==> src/rtl/ram_port_arbiter_pkg.sv <==
// Shared types and helpers for the RAM port arbiter.
package ram_port_arbiter_pkg;

  typedef enum logic {
    INIT = 1'b0,
    RUN  = 1'b1
  } arb_state_e;

  localparam int unsigned WordW = 32;
  localparam int unsigned BeW   = 4;

  // Index width that never collapses to zero bits.
  function automatic int unsigned idx_w(input int unsigned n);
    return (n > 1) ? $clog2(n) : 1;
  endfunction

endpackage

==> src/rtl/ram_port_rr_arb.sv <==
// Combinational round-robin pick: lowest requester at or after the pointer, wrapping.
module ram_port_rr_arb
  import ram_port_arbiter_pkg::*;
#(
  parameter int unsigned N    = 3,
  parameter int unsigned IdxW = idx_w(N)
) (
  input  logic [N-1:0]    i_req,
  input  logic [IdxW-1:0] i_ptr,
  output logic [N-1:0]    o_gnt,
  output logic [IdxW-1:0] o_idx,
  output logic            o_valid
);

  always_comb begin
    int unsigned w_cand;
    w_cand  = 0;
    o_gnt   = '0;
    o_idx   = '0;
    o_valid = 1'b0;
    for (int unsigned off = 0; off < N; off++) begin
      // i_ptr is always below N, so one subtraction implements the wrap.
      w_cand = 32'(i_ptr) + off;
      if (w_cand >= N) begin
        w_cand = w_cand - N;
      end
      if (!o_valid && i_req[w_cand[IdxW-1:0]]) begin
        o_valid = 1'b1;
        o_idx   = w_cand[IdxW-1:0];
      end
    end
    if (o_valid) begin
      o_gnt[o_idx] = 1'b1;
    end
  end

endmodule

==> src/rtl/ram_port_arbiter.sv <==
// Shares one RAM port among NumHosts requesters with round-robin arbitration,
// 1-cycle response routing and an optional post-reset zero-fill.
module ram_port_arbiter
  import ram_port_arbiter_pkg::*;
#(
  parameter int unsigned NumHosts = 3,
  parameter int unsigned Depth    = 128,
  parameter bit          ZeroInit = 1'b1
) (
  input  logic                             clk_i,
  input  logic                             rst_ni,
  input  logic [NumHosts-1:0]              host_req_i,
  input  logic [NumHosts-1:0]              host_we_i,
  input  logic [NumHosts-1:0][BeW-1:0]     host_be_i,
  input  logic [NumHosts-1:0][WordW-1:0]   host_addr_i,
  input  logic [NumHosts-1:0][WordW-1:0]   host_wdata_i,
  output logic [NumHosts-1:0]              host_gnt_o,
  output logic [NumHosts-1:0]              host_rvalid_o,
  output logic [NumHosts-1:0][WordW-1:0]   host_rdata_o,
  output logic                             ram_req_o,
  output logic                             ram_we_o,
  output logic [BeW-1:0]                   ram_be_o,
  output logic [WordW-1:0]                 ram_addr_o,
  output logic [WordW-1:0]                 ram_wdata_o,
  input  logic                             ram_rvalid_i,
  input  logic [WordW-1:0]                 ram_rdata_i,
  output logic                             init_done_o
);

  localparam int unsigned     IdxW       = idx_w(NumHosts);
  localparam int unsigned     CntW       = idx_w(Depth);
  localparam logic [CntW-1:0] CntLast    = CntW'(Depth - 1);
  localparam logic [IdxW-1:0] PtrLast    = IdxW'(NumHosts - 1);
  localparam arb_state_e      ResetState = ZeroInit ? INIT : RUN;

  arb_state_e            r_state;
  arb_state_e            w_state_nxt;
  logic [CntW-1:0]       r_cnt;
  logic [CntW-1:0]       w_cnt_nxt;
  logic [IdxW-1:0]       r_ptr;
  logic [IdxW-1:0]       r_owner;
  logic                  r_pending;
  logic                  r_init_done;
  logic                  w_grant;
  logic [NumHosts-1:0]   w_arb_gnt;
  logic [IdxW-1:0]       w_arb_idx;
  logic                  w_arb_valid;

  ram_port_rr_arb #(
    .N    (NumHosts),
    .IdxW (IdxW)
  ) u_rr_arb (
    .i_req   (host_req_i),
    .i_ptr   (r_ptr),
    .o_gnt   (w_arb_gnt),
    .o_idx   (w_arb_idx),
    .o_valid (w_arb_valid)
  );

  always_ff @(posedge clk_i or negedge rst_ni) begin
    if (!rst_ni) begin
      r_state <= ResetState;
      r_cnt   <= '0;
    end else begin
      r_state <= w_state_nxt;
      r_cnt   <= w_cnt_nxt;
    end
  end

  always_comb begin
    w_state_nxt = r_state;
    w_cnt_nxt   = r_cnt;
    w_grant     = 1'b0;
    host_gnt_o  = '0;
    ram_req_o   = 1'b0;
    ram_we_o    = 1'b0;
    ram_be_o    = '0;
    ram_addr_o  = '0;
    ram_wdata_o = '0;
    case (r_state)
      INIT: begin
        ram_req_o  = 1'b1;
        ram_we_o   = 1'b1;
        ram_be_o   = '1;
        ram_addr_o = {{(WordW - CntW - 2){1'b0}}, r_cnt, 2'b00};
        // The counter parks on the last word instead of wrapping.
        if (r_cnt == CntLast) begin
          w_state_nxt = RUN;
        end else begin
          w_cnt_nxt = r_cnt + 1'b1;
        end
      end
      RUN: begin
        if (w_arb_valid) begin
          w_grant     = 1'b1;
          host_gnt_o  = w_arb_gnt;
          ram_req_o   = 1'b1;
          ram_we_o    = host_we_i[w_arb_idx];
          ram_be_o    = host_be_i[w_arb_idx];
          ram_addr_o  = host_addr_i[w_arb_idx];
          ram_wdata_o = host_wdata_i[w_arb_idx];
        end
      end
    endcase
  end

  always_ff @(posedge clk_i or negedge rst_ni) begin
    if (!rst_ni) begin
      r_ptr       <= '0;
      r_owner     <= '0;
      r_pending   <= 1'b0;
      r_init_done <= !ZeroInit;
    end else begin
      r_pending   <= w_grant;
      r_init_done <= (w_state_nxt == RUN);
      if (w_grant) begin
        r_owner <= w_arb_idx;
        r_ptr   <= (w_arb_idx == PtrLast) ? '0 : w_arb_idx + 1'b1;
      end
    end
  end

  // Zero-fill writes never set r_pending, so their responses are swallowed here.
  always_comb begin
    host_rvalid_o = '0;
    if (r_pending && ram_rvalid_i) begin
      host_rvalid_o[r_owner] = 1'b1;
    end
  end

  always_comb begin
    for (int k = 0; k < NumHosts; k++) begin
      host_rdata_o[k] = ram_rdata_i;
    end
  end

  assign init_done_o = r_init_done;

`ifndef SYNTHESIS
  a_gnt_onehot0 : assert property (@(posedge clk_i) disable iff (!rst_ni)
    $onehot0(host_gnt_o));
  a_rvalid_after_req : assert property (@(posedge clk_i) disable iff (!rst_ni)
    ram_rvalid_i |-> $past(ram_req_o));
  a_no_gnt_before_init : assert property (@(posedge clk_i) disable iff (!rst_ni)
    !init_done_o |-> (host_gnt_o == '0));
`endif

endmodule

==> config.mk <==
export PLATFORM = sky130hd
export DESIGN_NAME = ram_port_arbiter
export DESIGN_NICKNAME = d
export VERILOG_FILES = /design/src/rtl/ram_port_arbiter_pkg.sv /design/src/rtl/ram_port_rr_arb.sv /design/src/rtl/ram_port_arbiter.sv
export SDC_FILE = /design/constraint.sdc
export NUM_CORES = 1
export LEC_CHECK = 0
export CORE_AREA = 2 2 161 163
export CTS_BUF_LIST = sky130_fd_sc_hd__clkbuf_16
export CTS_CLUSTER_SIZE = 8
export DETAILED_ROUTE_END_ITERATION = 16
export DIE_AREA = 0 0 163 165
export PLACE_DENSITY = 0.59
export SLEW_MARGIN = 10
export SYNTH_ARGS = -nofsm -noshare
export SYNTH_HDL_FRONTEND = slang
export SYNTH_HIERARCHICAL = 1
export SYNTH_SLANG_ARGS = --single-unit
==> constraint.sdc <==
create_clock -name clk_i -period 4.3 [get_ports clk_i]
set_clock_uncertainty 0.05 [all_clocks]
set_input_delay 0.645 -clock clk_i [delete_from_list [all_inputs] [get_ports clk_i]]
set_output_delay 0.645 -clock clk_i [all_outputs]
set_load 0.02 [all_outputs]
## Yosys cells after proc, flatten, opt, wreduce, memory -nomap -nowiden

Cells that the tools add are included.

- Add/sub/neg operators: 7
- $lt $le $gt $ge: 10
- Equality and inequality tests: 2
- Multiplexer cells: 44
- Bitwise logic cells: 2
- Reductions and logical operators: 8

Operators by type and width:

| operator | number |
|---|---|
| $mux 32 | 5 |
| $bmux 32 s2 | 2 |
| $pmux 32 s2 | 1 |
| $lt 2x3->1 const B | 5 |
| $mux 1 | 14 |
| $mux 2 | 7 |
| $mux 3 | 3 |
| $bmux 1 s2 | 4 |
| $bmux 4 s2 | 1 |
| $mux 4 | 2 |
| $pmux 4 s2 | 1 |
| $add 7x1->7 const B | 1 |
| $eq 7x7->1 const B | 1 |
| $ge 3x2->1 const B | 2 |
| $sub 2x2->2 const B | 3 |
| $logic_and 1x1->1 | 5 |
| $demux 1 s2 | 2 |
| $ge 2x1->1 const B | 2 |
| $pmux 1 s2 | 2 |
| $add 2x1->3 const B | 1 |
| $add 2x2->3 const B | 1 |
| $add 2x1->2 const B | 1 |
| $eq 2x2->1 const B | 1 |
| $ge 2x2->1 const B | 1 |
| other kinds (3) | 5 |

- Register bits after elaboration: 13

## Longest topological paths before layout

- Depth after elaboration: 17
- Mapped depth: 14

## Hierarchy

Netlist, hierarchy kept.

By module, submodules not included:

| module | times used | cells an instance | area an instance (um2) |
|---|---|---|---|
| ram_port_arbiter | 1 | 452 | 3438.3 |
| ram_port_rr_arb | 1 | 43 | 325.3 |

## Worst setup path after synthesis

Ideal clock, no wire load.

- Path type: reg2out
- From: reg r_ptr[0]
- To: out ram_addr_o[4]
- Data arrival time: 2633 ps
- Required time: 3605 ps
- Slack: 972 ps
- Stages on the path, launching flop included: 12
- Path buffers: 2
- Cell sequence: dfrtp_1 > inv_1 > ha_1 > nand2b_2 > a32oi_2 > a32oi_1 > a311oi_2 > buf_6 > buf_6 > mux2i_1 > a2bb2oi_1 > o21ai_0

- Word-level cells in the longest chain between the ends: 15
- Elaborated cells on any way between the ends: 31
- Classes of those cells: 5 x add/sub; 3 x order compare; 19 x mux; 4 x reduce/logical

RTL lines:

| what | RTL line | RTL |
|---|---|---|
| from (decl) | ram_port_arbiter.sv:40 | `logic [IdxW-1:0] r_ptr;` |
| from (signal assigned) | ram_port_arbiter.sv:118 | `r_ptr <= (w_arb_idx == PtrLast) ? '0 : w_arb_idx + 1'b1;` |
| branches (longest 10 deep; another with $add 2x1->3) | n/a |  |
| $mux 2 (*) | ram_port_rr_arb.sv:27 | `if (!o_valid && i_req[w_cand[IdxW-1:0]]) begin` |
| via w_arb_idx[0] | ram_port_arbiter.sv:46 | `logic [IdxW-1:0] w_arb_idx;` |
| $bmux 32 s2 (*) | ram_port_arbiter.sv:100 | `ram_addr_o = host_addr_i[w_arb_idx];` |
| $mux 32 (not written as such) (*) | ram_port_arbiter.sv:100 |  |
| $mux 32 (*) | ram_port_arbiter.sv:94 | `if (w_arb_valid) begin` |
| $pmux 32 s2 (*) | ram_port_arbiter.sv:80 | `case (r_state)` |
| to (decl) | ram_port_arbiter.sv:23 | `output logic [WordW-1:0] ram_addr_o,` |

Mark *: on every way through the listed nets, which the timed path passes. The select of a mux whose other input is x is not followed.

## Worst setup path after layout

- From: in host_req_i[1]
- To: out ram_addr_o[13]

- Word-level cells in the longest chain between the ends: 13
- Elaborated cells on any way between the ends: 20
- Classes of those cells: 16 x mux; 4 x reduce/logical

RTL lines:

| what | RTL line | RTL |
|---|---|---|
| from (decl) | ram_port_arbiter.sv:12 | `input logic [NumHosts-1:0] host_req_i,` |
| $bmux 1 s2 | ram_port_rr_arb.sv:27 |  |
| $mux 1 (not written as such) | ram_port_rr_arb.sv:27 |  |
| $mux 1 | ram_port_rr_arb.sv:27 |  |
| $logic_not 1->1 | ram_port_rr_arb.sv:27 |  |
| $logic_and 1x1->1 | ram_port_rr_arb.sv:27 |  |
| $mux 1 | ram_port_rr_arb.sv:27 |  |
| $logic_not 1->1 | ram_port_rr_arb.sv:27 |  |
| $logic_and 1x1->1 | ram_port_rr_arb.sv:27 |  |
| $mux 2 (*) | ram_port_rr_arb.sv:27 |  |
| via w_arb_idx[0] | ram_port_arbiter.sv:46 |  |
| $bmux 32 s2 (*) | ram_port_arbiter.sv:100 |  |
| $mux 32 (not written as such) (*) | ram_port_arbiter.sv:100 |  |
| $mux 32 (*) | ram_port_arbiter.sv:94 |  |
| $pmux 32 s2 (*) | ram_port_arbiter.sv:80 |  |

Mark *: on every way through the listed nets, which the timed path passes. The rest lies on a longest branch. The select of a mux whose other input is x is not followed.

==> out/qor.yml <==
outcome:
  status: "finished clean"
layout:
  n_antenna_cell: 0
  layout-drive-gt1-share_pct: 10.4
  postLayoutCellArea_um2: 6670
  nNetsFinal: 940
  syn_to_final_growth_pct: 77.2
clock_network:
  cts_tree: "yes"
  hold_buffers: 0
  clk_latency_ps: 240
  clockBufferDepth: 2
  cts_buffers: 3
  cts_max_level: 1
  clk_pin_slew_ps: 40
  clockRootBuffer: "clkbuf_16"
  cts.sinks: 13
global_routing:
  grt_max_degree: 41
  grt_pass1_vias: 4016
  antenna_found_initial: 0
  grtUsageTotal_pct: 9.96
  overflow: 0
  grt_pass1_wl_um: 21400
synth:
  ys_seq_area_share_pct: 8.64
  syn_nets: 745
  synth_most_common_cell: "buf_4"
  synth.area.top_cells: "buf_4, mux2i_1, dfrtp_1"
  synth_commonest_cells: "buf_4, mux2i_1, nand2_1, a21oi_1, or2_0"
  syn-cell-area_um2: 3760
  synth_top_area_share_pct: 19.5
  synth_ff_type: "dfrtp_1"
  ys_warn_count: 6
  async_reset_ff_share_pct: 100
  synth_area_leader_cell: "buf_4"
  ys_seq_elements: 13
  syn-instance-count: 495
  ys_types: 51
  synth-edff-count: 0
  syn_avg_cell_area_um2: 7.60
job:
  drv_cap: 0
critical_path:
  cp.required_ps: 3610
  r2r_cells: 9
  critPathKind: "in2out"
  cp-endpoint: "ram_addr_o[13]"
  cp-startpoint: "host_req_i[1]"
  r2r-end: "r_owner[0]"
  rrSetupSlack_ps: 1640
  cp.arrival_ps: 3470
  critPathLaunchType: "primary input"
  path_max_fanout: 26
  r2r-start: "r_ptr[0]"
  end_kind: "output pin"
place:
  post-place-ws_ps: -23.1
  dp_hpwl_um: 12200
  routabilityCongestion: 0.757
  place_area_um2: 6430
  port_buffers: 289
sta:
  whs_ps: 454
  final_max_slew_viol_count: 0
  fmax_ghz: 0.240
  setup_viol_count_final: 0
  worst_pin_slew_ps: 592
  period_minus_slack_ps: 4170
  timing.final.hold_violations: 0
  fin_crit_sh_pct: 96.9
  layout_setup_ws_ps: 133
  max_slew_margin_pct: 60.4
  tns_ps: 0
drt:
  wirelength_um: 14800
  wl_per_cell_um: 14.5
  vias: 4002
  avgViaCountPerCell: 3.93
  drc: 0
  firstDrtPassIters: 4
  first_iter_violations: 110
  ant_nets: 0
floorplan:
  std_cell_rows: 58
  coreArea_um2: 25000
  pin_count: 418
  die_area_um2: 26900
  die_w_um: 163
  die_h_um: 165
  initial_core_util_pct: 15.0
power_and_ir_drop:
  ir_drop_uv: 126
  power_mw: 0.708
  power_leakage_nw: 3.40
  powerDensity_nw_per_um2: 106
hold_path:
  hold_class: "reg2reg"
  min_from: "r_cnt[6]"
==> where the power goes <==
| group | switching, mW | total, mW | internal (mW) |
|---|---|---|---|
| logic | 0.136 | 0.414 | 0.278 |
| clock network | 0.0485 | 0.171 | 0.122 |
| registers | 0 | 0.123 | 0.123 |
==> layer usage <==
| metal | wire length [µm] | GRT usage (%) | part of all wire [%] | vias up |
|---|---|---|---|---|
| met2 | 7190 | 18.0 | 49 | 212 |
| met3 | 1530 | 3.06 | 10 | 36 |
| met4 | 383 | 2.70 | 2.6 | 0 |
| li1 | - | - | - | 1979 |
| met5 | 0 | 0 | 0 | - |
| met1 | 5650 | 11.3 | 38 | 1775 |
==> cells by family after synthesis <==
group           share of synthesized area [%]
simple gates                             22.5
buf+inv                                  28.2
compound gates                           17.6
mux                                      20.4
flops                                    8.64
fa+ha+maj                                1.66
xor+xnor                                0.931
==> worst max-delay path, stage by stage <==
cell and delay, ps:
clkdlybuf4s50_1 460, buf_4 170, mux2_1 280, nand2_1 70
o2111a_2 270, a311oi_4 130, buf_12 180, nor2b_4 190
buf_12 210, nand2_2 80, a21oi_2 150, clkdlybuf4s50_1 620
==> cells in the final DEF (no fill, tap or decap), types with 4 or more instances in the layout <==
master / instances
a21oi_1: 48
a21oi_2: 10
a2bb2oi_1: 9
buf_12: 10
buf_4: 23
clkdlybuf4s50_1: 225
dfrtp_1: 13
dlymetal6s2s_1: 61
ha_1: 4
inv_1: 11
mux2i_1: 70
nand2_1: 56
nand2_2: 10
nand2b_1: 6
nor2b_1: 5
o21ai_0: 12
or2_0: 45
or2_1: 10
xnor2_1: 4
==> cell type report <==
type                            count  area (µm²)
Fill cell                        2739       18400
Timing Repair Buffer              321        3410
Multi-Input combinational cell    341        2410
Tap cell                          330         413
Sequential cell                    13         325
Clock buffer                        3        75.1
Inverter                           10        37.5
Clock inverter                      1        3.75
==> flip-flops by register name (all words and copies together), names as in the netlist <==
| register | flops |
|---|---|
| init_done_o | 1 |
| r_pending | 1 |
| r_ptr | 2 |
| r_owner | 2 |
| r_cnt | 7 |
==> worst min-delay path by stage <==
stage / end / slack, ps / depth (start not counted)
2_1_floorplan: init_done_o / 300 / 0
3_3_place_gp: r_cnt[6] / 440 / 1
3_5_place_dp: r_cnt[6] / 450 / 1
4_1_cts: r_cnt[6] / 460 / 1
5_1_grt: r_cnt[5] / 490 / 1
6_report: r_cnt[6] / 450 / 1
==> what timing repair did <==
action                     in CTS  in global routing
setup endpoints to repair       2                 66
gates resized for setup         2                 62
setup buffers                   0                  1
==> per-stage QoR <==
step	cells	utilization [%]
after global placement	1014	25.7
final	1019	26.6
after detailed placement	1014	25.7
after floorplan	495	-
after global routing	1019	26.6
after CTS	1018	26.0
Note: power is estimated with default switching activity, not from simulation.
